`src/rtl/doodle_pkg.sv`:
```
// Shared state encodings, screen geometry and the horizontal step helper
// for the doodle physics core.
package doodle_pkg;

    // One-hot game state; any other encoding is treated as illegal.
    typedef enum logic [3:0] {
        ST_I    = 4'b0001,
        ST_UP   = 4'b0010,
        ST_DOWN = 4'b0100,
        ST_DONE = 4'b1000
    } state_t;

    // Visible screen area in pixel coordinates.
    localparam logic [9:0] H_LEFT  = 10'd144;
    localparam logic [9:0] H_RIGHT = 10'd773;
    localparam logic [9:0] V_TOP   = 10'd35;
    localparam logic [9:0] V_BOT   = 10'd515;
    localparam logic [9:0] H_MID   = 10'd459;

    // One horizontal step: Left or Right alone moves one pixel, both or
    // neither hold; leaving either side re-enters at the opposite edge.
    function automatic logic [9:0] step_x(input logic [9:0] x,
                                          input logic       left,
                                          input logic       right);
        logic [9:0] nx;
        nx = x;
        if (left && !right)
            nx = x - 10'd1;
        else if (right && !left)
            nx = x + 10'd1;
        if (nx < H_LEFT)
            nx = H_RIGHT;
        else if (nx > H_RIGHT)
            nx = H_LEFT;
        return nx;
    endfunction

endpackage

```
`src/rtl/doodle_physics_core_if.sv`:
```
// Control, platform and status signals of the doodle physics core.
// master drives the controls and platform list; slave is the core.
interface doodle_physics_core_if #(
    parameter int NUM_PLAT = 4,
    parameter int SCORE_W  = 16
);
    logic                     Start;
    logic                     Ack;
    logic                     Tick;
    logic                     Left;
    logic                     Right;
    logic [NUM_PLAT*10-1:0]   plat_x;
    logic [NUM_PLAT*10-1:0]   plat_y;
    logic [9:0]               doodle_x;
    logic [9:0]               doodle_y;
    logic [9:0]               scroll_count;
    logic [SCORE_W-1:0]       score;
    logic                     q_I;
    logic                     q_Up;
    logic                     q_Down;
    logic                     q_Done;
    logic [3:0]               land_idx;

    modport master (
        output Start, Ack, Tick, Left, Right, plat_x, plat_y,
        input  doodle_x, doodle_y, scroll_count, score,
               q_I, q_Up, q_Down, q_Done, land_idx
    );

    modport slave (
        input  Start, Ack, Tick, Left, Right, plat_x, plat_y,
        output doodle_x, doodle_y, scroll_count, score,
               q_I, q_Up, q_Down, q_Done, land_idx
    );
endinterface

```
`src/rtl/doodle_land_detect.sv`:
```
// Combinational landing test: the doodle's foot point (centre + radius on
// both axes) is compared against every platform rectangle, and the lowest
// matching platform index wins.
module doodle_land_detect #(
    parameter int NUM_PLAT      = 4,
    parameter int DOODLE_RADIUS = 10,
    parameter int PLAT_W        = 64,
    parameter int PLAT_H        = 16
) (
    input  logic [9:0]            pos_x,
    input  logic [9:0]            pos_y,
    input  logic [NUM_PLAT*10-1:0] plat_x,
    input  logic [NUM_PLAT*10-1:0] plat_y,
    output logic                  hit,
    output logic [3:0]            idx
);
    // 11-bit math so platform far edges near 1023 do not wrap.
    logic [10:0]         foot_x;
    logic [10:0]         foot_y;
    logic [NUM_PLAT-1:0] match;

    assign foot_x = {1'b0, pos_x} + 11'(DOODLE_RADIUS);
    assign foot_y = {1'b0, pos_y} + 11'(DOODLE_RADIUS);

    for (genvar k = 0; k < NUM_PLAT; k++) begin : g_cmp
        logic [10:0] px;
        logic [10:0] py;
        assign px = {1'b0, plat_x[10*k +: 10]};
        assign py = {1'b0, plat_y[10*k +: 10]};
        assign match[k] = (foot_x >= px) && (foot_x <= px + 11'(PLAT_W - 1)) &&
                          (foot_y >= py) && (foot_y <= py + 11'(PLAT_H - 1));
    end

    // Priority encoder: scan high to low so the lowest match is written last.
    always_comb begin
        hit = 1'b0;
        idx = '0;
        for (int k = NUM_PLAT - 1; k >= 0; k--) begin
            if (match[k]) begin
                hit = 1'b1;
                idx = 4'(k);
            end
        end
    end
endmodule

```
`src/rtl/doodle_physics_core.sv`:
```
// Doodle jump physics: a rise of JUMP_HEIGHT ticks, a fall that either lands
// on a platform (starting a new rise) or drops out of the screen. Above the
// scroll line the doodle is held and the world scrolls instead, which also
// earns score. All outputs come straight from registers.
module doodle_physics_core
    import doodle_pkg::*;
#(
    parameter int NUM_PLAT      = 4,
    parameter int JUMP_HEIGHT   = 120,
    parameter int DOODLE_RADIUS = 10,
    parameter int PLAT_W        = 64,
    parameter int PLAT_H        = 16,
    parameter int SCROLL_LINE   = 275,
    parameter int SCORE_W       = 16
) (
    input  logic                 Clk,
    input  logic                 Reset_n,
    doodle_physics_core_if.slave bus
);
    localparam int         CNT_W   = $clog2(JUMP_HEIGHT + 1);
    localparam logic [9:0] Y_START = 10'(int'(V_BOT) - DOODLE_RADIUS - 1);

    state_t               state_q, state_d;
    logic [9:0]           x_q, x_d;
    logic [9:0]           y_q, y_d;
    logic [9:0]           scroll_q, scroll_d;
    logic [SCORE_W-1:0]   score_q, score_d;
    logic [3:0]           land_q, land_d;
    logic [CNT_W-1:0]     cnt_q, cnt_d;

    logic                 hit;
    logic [3:0]           hit_idx;
    logic [10:0]          foot_y;

    // Landing is judged on the current (pre-step) position.
    doodle_land_detect #(
        .NUM_PLAT      (NUM_PLAT),
        .DOODLE_RADIUS (DOODLE_RADIUS),
        .PLAT_W        (PLAT_W),
        .PLAT_H        (PLAT_H)
    ) u_land (
        .pos_x  (x_q),
        .pos_y  (y_q),
        .plat_x (bus.plat_x),
        .plat_y (bus.plat_y),
        .hit    (hit),
        .idx    (hit_idx)
    );

    assign foot_y = {1'b0, y_q} + 11'(DOODLE_RADIUS);

    // State and datapath registers; reset may strike at any point in a jump.
    always_ff @(posedge Clk or negedge Reset_n) begin
        if (!Reset_n) begin
            state_q  <= ST_I;
            x_q      <= H_MID;
            y_q      <= Y_START;
            scroll_q <= '0;
            score_q  <= '0;
            land_q   <= '0;
            cnt_q    <= '0;
        end else begin
            state_q  <= state_d;
            x_q      <= x_d;
            y_q      <= y_d;
            scroll_q <= scroll_d;
            score_q  <= score_d;
            land_q   <= land_d;
            cnt_q    <= cnt_d;
        end
    end

    // Next state and motion; everything but Start/Ack waits for Tick.
    always_comb begin
        state_d  = state_q;
        x_d      = x_q;
        y_d      = y_q;
        scroll_d = scroll_q;
        score_d  = score_q;
        land_d   = land_q;
        cnt_d    = cnt_q;
        case (state_q)
            ST_I: begin
                if (bus.Start) begin
                    state_d  = ST_UP;
                    x_d      = H_MID;
                    y_d      = Y_START;
                    scroll_d = '0;
                    score_d  = '0;
                    cnt_d    = '0;
                end
            end
            ST_UP: begin
                if (bus.Tick) begin
                    x_d = step_x(x_q, bus.Left, bus.Right);
                    if (y_q > 10'(SCROLL_LINE)) begin
                        y_d = y_q - 10'd1;
                    end else begin
                        scroll_d = scroll_q + 10'd1;
                        if (score_q != '1)
                            score_d = score_q + SCORE_W'(1);
                    end
                    if (cnt_q == CNT_W'(JUMP_HEIGHT - 1)) begin
                        state_d = ST_DOWN;
                        cnt_d   = '0;
                    end else begin
                        cnt_d = cnt_q + CNT_W'(1);
                    end
                end
            end
            ST_DOWN: begin
                if (bus.Tick) begin
                    x_d = step_x(x_q, bus.Left, bus.Right);
                    y_d = y_q + 10'd1;
                    // A landing beats falling out on the same tick.
                    if (hit) begin
                        state_d = ST_UP;
                        land_d  = hit_idx;
                    end else if (foot_y > {1'b0, V_BOT}) begin
                        state_d = ST_DONE;
                    end
                end
            end
            ST_DONE: begin
                if (bus.Ack)
                    state_d = ST_I;
            end
            default: state_d = ST_I;
        endcase
    end

    assign bus.doodle_x     = x_q;
    assign bus.doodle_y     = y_q;
    assign bus.scroll_count = scroll_q;
    assign bus.score        = score_q;
    assign bus.land_idx     = land_q;
    assign bus.q_I          = state_q[0];
    assign bus.q_Up         = state_q[1];
    assign bus.q_Down       = state_q[2];
    assign bus.q_Done       = state_q[3];
endmodule

```
`src/flat_wrapper.sv`:
```
// flat-port wrapper written by rule: the top's interface ports become plain ports
module doodle_physics_core_flat import doodle_pkg::*;
#(
    parameter int NUM_PLAT      = 4,
    parameter int JUMP_HEIGHT   = 120,
    parameter int DOODLE_RADIUS = 10,
    parameter int PLAT_W        = 64,
    parameter int PLAT_H        = 16,
    parameter int SCROLL_LINE   = 275,
    parameter int SCORE_W       = 16
)
  (Clk, Reset_n, bus_Start, bus_Ack, bus_Tick, bus_Left, bus_Right, bus_plat_x, bus_plat_y, bus_doodle_x, bus_doodle_y, bus_scroll_count, bus_score, bus_q_I, bus_q_Up, bus_q_Down, bus_q_Done, bus_land_idx);
  doodle_physics_core_if #(.NUM_PLAT(NUM_PLAT), .SCORE_W(SCORE_W)) bus_i ();
  input  logic Clk;
  input  logic Reset_n;
  input wire logic [$bits(bus_i.Start)-1:0] bus_Start;
  input wire logic [$bits(bus_i.Ack)-1:0] bus_Ack;
  input wire logic [$bits(bus_i.Tick)-1:0] bus_Tick;
  input wire logic [$bits(bus_i.Left)-1:0] bus_Left;
  input wire logic [$bits(bus_i.Right)-1:0] bus_Right;
  input wire logic [$bits(bus_i.plat_x)-1:0] bus_plat_x;
  input wire logic [$bits(bus_i.plat_y)-1:0] bus_plat_y;
  output wire logic [$bits(bus_i.doodle_x)-1:0] bus_doodle_x;
  output wire logic [$bits(bus_i.doodle_y)-1:0] bus_doodle_y;
  output wire logic [$bits(bus_i.scroll_count)-1:0] bus_scroll_count;
  output wire logic [$bits(bus_i.score)-1:0] bus_score;
  output wire logic [$bits(bus_i.q_I)-1:0] bus_q_I;
  output wire logic [$bits(bus_i.q_Up)-1:0] bus_q_Up;
  output wire logic [$bits(bus_i.q_Down)-1:0] bus_q_Down;
  output wire logic [$bits(bus_i.q_Done)-1:0] bus_q_Done;
  output wire logic [$bits(bus_i.land_idx)-1:0] bus_land_idx;
  assign bus_i.Start = bus_Start;
  assign bus_i.Ack = bus_Ack;
  assign bus_i.Tick = bus_Tick;
  assign bus_i.Left = bus_Left;
  assign bus_i.Right = bus_Right;
  assign bus_i.plat_x = bus_plat_x;
  assign bus_i.plat_y = bus_plat_y;
  assign bus_doodle_x = bus_i.doodle_x;
  assign bus_doodle_y = bus_i.doodle_y;
  assign bus_scroll_count = bus_i.scroll_count;
  assign bus_score = bus_i.score;
  assign bus_q_I = bus_i.q_I;
  assign bus_q_Up = bus_i.q_Up;
  assign bus_q_Down = bus_i.q_Down;
  assign bus_q_Done = bus_i.q_Done;
  assign bus_land_idx = bus_i.land_idx;
  doodle_physics_core #(.NUM_PLAT(NUM_PLAT), .JUMP_HEIGHT(JUMP_HEIGHT), .DOODLE_RADIUS(DOODLE_RADIUS), .PLAT_W(PLAT_W), .PLAT_H(PLAT_H), .SCROLL_LINE(SCROLL_LINE), .SCORE_W(SCORE_W)) u_core (.Clk(Clk), .Reset_n(Reset_n), .bus(bus_i));
endmodule
```
`config.mk`:
```
export PLATFORM = sky130hd
export DESIGN_NAME = doodle_physics_core_flat
export DESIGN_NICKNAME = d
export VERILOG_FILES = /design/src/rtl/doodle_pkg.sv /design/src/rtl/doodle_physics_core_if.sv /design/src/rtl/doodle_land_detect.sv /design/src/rtl/doodle_physics_core.sv /design/src/flat_wrapper.sv
export SDC_FILE = /design/constraint.sdc
export NUM_CORES = 1
export LEC_CHECK = 0
export ABC_CLOCK_PERIOD_IN_PS = 3710
export BUFFER_PORTS_ARGS = -buffer_cell sky130_fd_sc_hd__buf_2
export CAP_MARGIN = 10
export CORE_ASPECT_RATIO = 0.6
export CORE_MARGIN = 1
export CORE_UTILIZATION = 57
export DETAILED_ROUTE_END_ITERATION = 10
export PLACE_DENSITY = 0.78
export SKIP_LAST_GASP = 1
export SYNTH_ARGS = -nofsm -noshare
export SYNTH_HDL_FRONTEND = slang
export SYNTH_SLANG_ARGS = --single-unit
```
`constraint.sdc`:
```
create_clock -name Clk -period 3.71 [get_ports Clk]
set_input_delay 0.371 -clock Clk [delete_from_list [all_inputs] [get_ports Clk]]
set_output_delay 0.371 -clock Clk [all_outputs]
set_load 0.02 [all_outputs]
```
==> reports/qor.yml <==
critical_path:
  crit_path_start_kind: "register"
  ff2ff_path_depth: 13
  rrSetupSlack_ps: 170
  endpoint_kind: "register"
  rr_startpoint: "u_core.bus.doodle_x[1]"
  cp-startpoint: "u_core.bus.doodle_x[1]"
  regToRegEndpoint: "u_core.state_q[1]"
  crit_type: "register to register"
  setup.worst_path.end: "u_core.state_q[1]"
  cp_max_fo: 6
  arrival_ps: 3750
  required_ps: 3920
placed_design:
  dp_worst_setup_slack_ps: 30.05
  numPortBuffers: 138
  post-dp-hpwl_um: 19820
  place_congestion: 0.9635
layout:
  synthToLayoutAreaGrowth_pct: 16.69
  register_area_um2: 1493
  multiInputGateArea_um2: 7025
  nFillCells: 1280
  layout-drive-gt1-share: 0.1744
  final_nets: 1561
  insertedDiodeCount: 0
drt:
  wl_um: 24400
  vias_per_cell: 5.924
  wl_met3_um: 2069
  drc: 0
  vias: 8880
  dr_wl_met2_um: 9741
  detailedRoute.firstPassIterationCount: 5
  maxUsedRoutingLayer: "met4"
  post_drt_wl_per_cell_um: 16.28
  first_iter_violations: 729
  ant_nets: 0
  met1_length_um: 12320
yosys:
  ys_types: 79
  yosys-top-cells-area: "ha_1 (25%), dfrtp_1 (13%), xnor2_1 (8.8%)"
  post-synth-top-count-cell: "ha_1"
  synthTopCellsByCount: "ha_1 (182), inv_1 (103), nand2_1 (91), xnor2_1 (90), o21ai_0 (75)"
  netlist.area_leader.share: 0.2545
  syn_avg_cell_area_um2: 7.961
  synth.cell_area_um2: 8949
  synth_top_area_cell: "ha_1"
  async_flop_share: 1.000
  synth-seq-cells: 59
  synth_cells: 1124
  synth_edf_count: 0
  synthFlopType: "dfrtp_1"
  synth_warnings: 0
  yosysSeqAreaShare: 0.1668
sta:
  slew_violations: 0
  fin_crit_sh: 0.9540
  max_freq_mhz: 282.5
  final.setup.tns_ps: 0
  fin_skew_ps: 6.134
  rsz0062_at_grt: "no"
  worst_slew_margin_rel: 0.3392
  min_period_ps: 3539
  layout_setup_ws_ps: 170.8
  hold_violations: 0
  tightest_slew_ps: 980.9
  finalSetupViolations: 0
clock_tree:
  h-tree-depth: 3
  cts_root_buf: "clkbuf_16"
  post_cts_buffers: 0
  cts_tree: "yes"
  cts_max_path_buffers: 2
  cts_buffers: 9
  clk_latency_ps: 330
  clock_sink_count: 59
  path_clk_slew_ps: 50
die:
  boundaryPins: 141
  fp.dieW_um: 163.8
  die_height_um: 99.06
  std_cell_rows: 35
  start_util: 0.5838
  dieArea_um2: 16220
  core-area_um2: 15330
global_routing:
  antenna_found_initial: 0
  grt_pass1_wl_um: 40180
  grt_pass1_vias: 8142
  grt_max_degree: 35
  grt_usage: 0.3084
  globalRoute.totalOverflow: 0
power:
  powerDensity_nw_per_um2: 676.1
  vdd_drop_max_v: 0.0005463
  p_leak_uw: 0.005202
outcome:
  status: "complete, no violations"
job:
  maxCapViolCount: 0
hold_path:
  hp-class: "input pin to async pin"
stage by stage:
stage	hold slack [ps]	instance area (µm²)	total power, µW	instances	utilization
6_report	40.54	10440	7060	1499	0.6813
5_1_grt	88.30	10440	7751	1499	0.6813
4_1_cts	59.00	10400	6914	1499	0.6785
3_5_place_dp	408.0	10090	6051	1483	0.6584
3_3_place_gp	405.6	10090	5877	1483	0.6584
2_1_floorplan	75.41	8952	4360	1125	-
worst min path at each step:
stage / from / depth (start not counted) / end / slack [ps]
floorplan: Reset_n / 0 / u_core.bus.doodle_x[2] / 80
global placement: Reset_n / 1 / u_core.bus.score[9] / 410
detailed placement: Reset_n / 1 / u_core.bus.score[8] / 410
CTS: Reset_n / 1 / u_core.bus.score[8] / 60
global route: Reset_n / 1 / u_core.bus.score[8] / 90
finish: Reset_n / 1 / u_core.bus.score[10] / 40
power by group:
group / internal (µW) / switching, µW / total, µW
logic: 2230 / 3050 / 5290
clock network: 523 / 292 / 815
registers: 783 / 175 / 958
total: 3540 / 3520 / 7060
worst max-delay path, stage by stage (launching register included):
cell,delay [ps]
dfstp_2,530
ha_1,170
o21ai_0,100
xnor2_1,560
buf_4,250
ha_1,250
nand2_1,90
o22ai_1,80
a21oi_1,220
maj3_1,220
and2_1,150
o32ai_2,120
or4_4,560
o211a_1,130
per-layer routing:
| metal | GRT usage | vias up |
|---|---|---|
| met5 | 0 | - |
| met4 | 0.05556 | 0 |
| met3 | 0.04924 | 27 |
| met2 | 0.4387 | 381 |
| met1 | 0.4832 | 4046 |
| li1 | - | 4426 |
state kept, by name, indices dropped and copies added, names as in the netlist:
register / flops
u_core.bus.doodle_x: 10
u_core.state_q: 4
u_core.bus.land_idx: 2
u_core.bus.score: 16
u_core.bus.scroll_count: 10
u_core.cnt_q: 7
u_core.bus.doodle_y: 10
final cells by class:
type | instances | share of cell area
sequential | 59 | 0.1429
clock buffer | 13 | 0.02684
clock inverter | 3 | 0.001917
tap | 203 | 0.02432
timing repair buffer | 177 | 0.09418
inverter | 103 | 0.03702
multi-input combinational | 941 | 0.6728
what timing repair did:
action                     in CTS  in global routing
pin swaps                       0                  1
setup endpoints to repair       1                  8
hold endpoints to repair        0                  0
hold buffers                    0                  0
resized for setup               1                  8
placed cells by master, fill, tap and decap left out, types with 8 or more instances in the layout:
master	Yosys	final
ha_1	182	182
buf_2	6	138
inv_1	103	103
nand2_1	91	91
xnor2_1	90	86
o21ai_0	75	73
nor2_1	70	70
a21oi_1	64	64
nand3_1	48	48
dfrtp_1	46	46
buf_4	2	39
nor3_1	34	33
nand4_1	29	29
a21o_1	24	24
nor2b_1	20	20
xor2_1	15	15
o21a_1	14	14
dfstp_2	13	13
and3_1	12	12
o211ai_1	11	11
a211oi_1	10	10
o22a_1	9	9
clkbuf_16	0	9
and4_1	8	8
or3_1	8	8
logic make-up after synthesis:
family / count (synthesis) / share of synthesized area
fa+ha+maj: 185 / 0.2589
xor+xnor: 106 / 0.1053
other cells: 1 / 0.0004191
simple gates: 362 / 0.2065
buf+inv: 125 / 0.05411
flops: 59 / 0.1668
compound gates: 284 / 0.2057
mux: 2 / 0.002237
(Power assumes the default switching activity.)
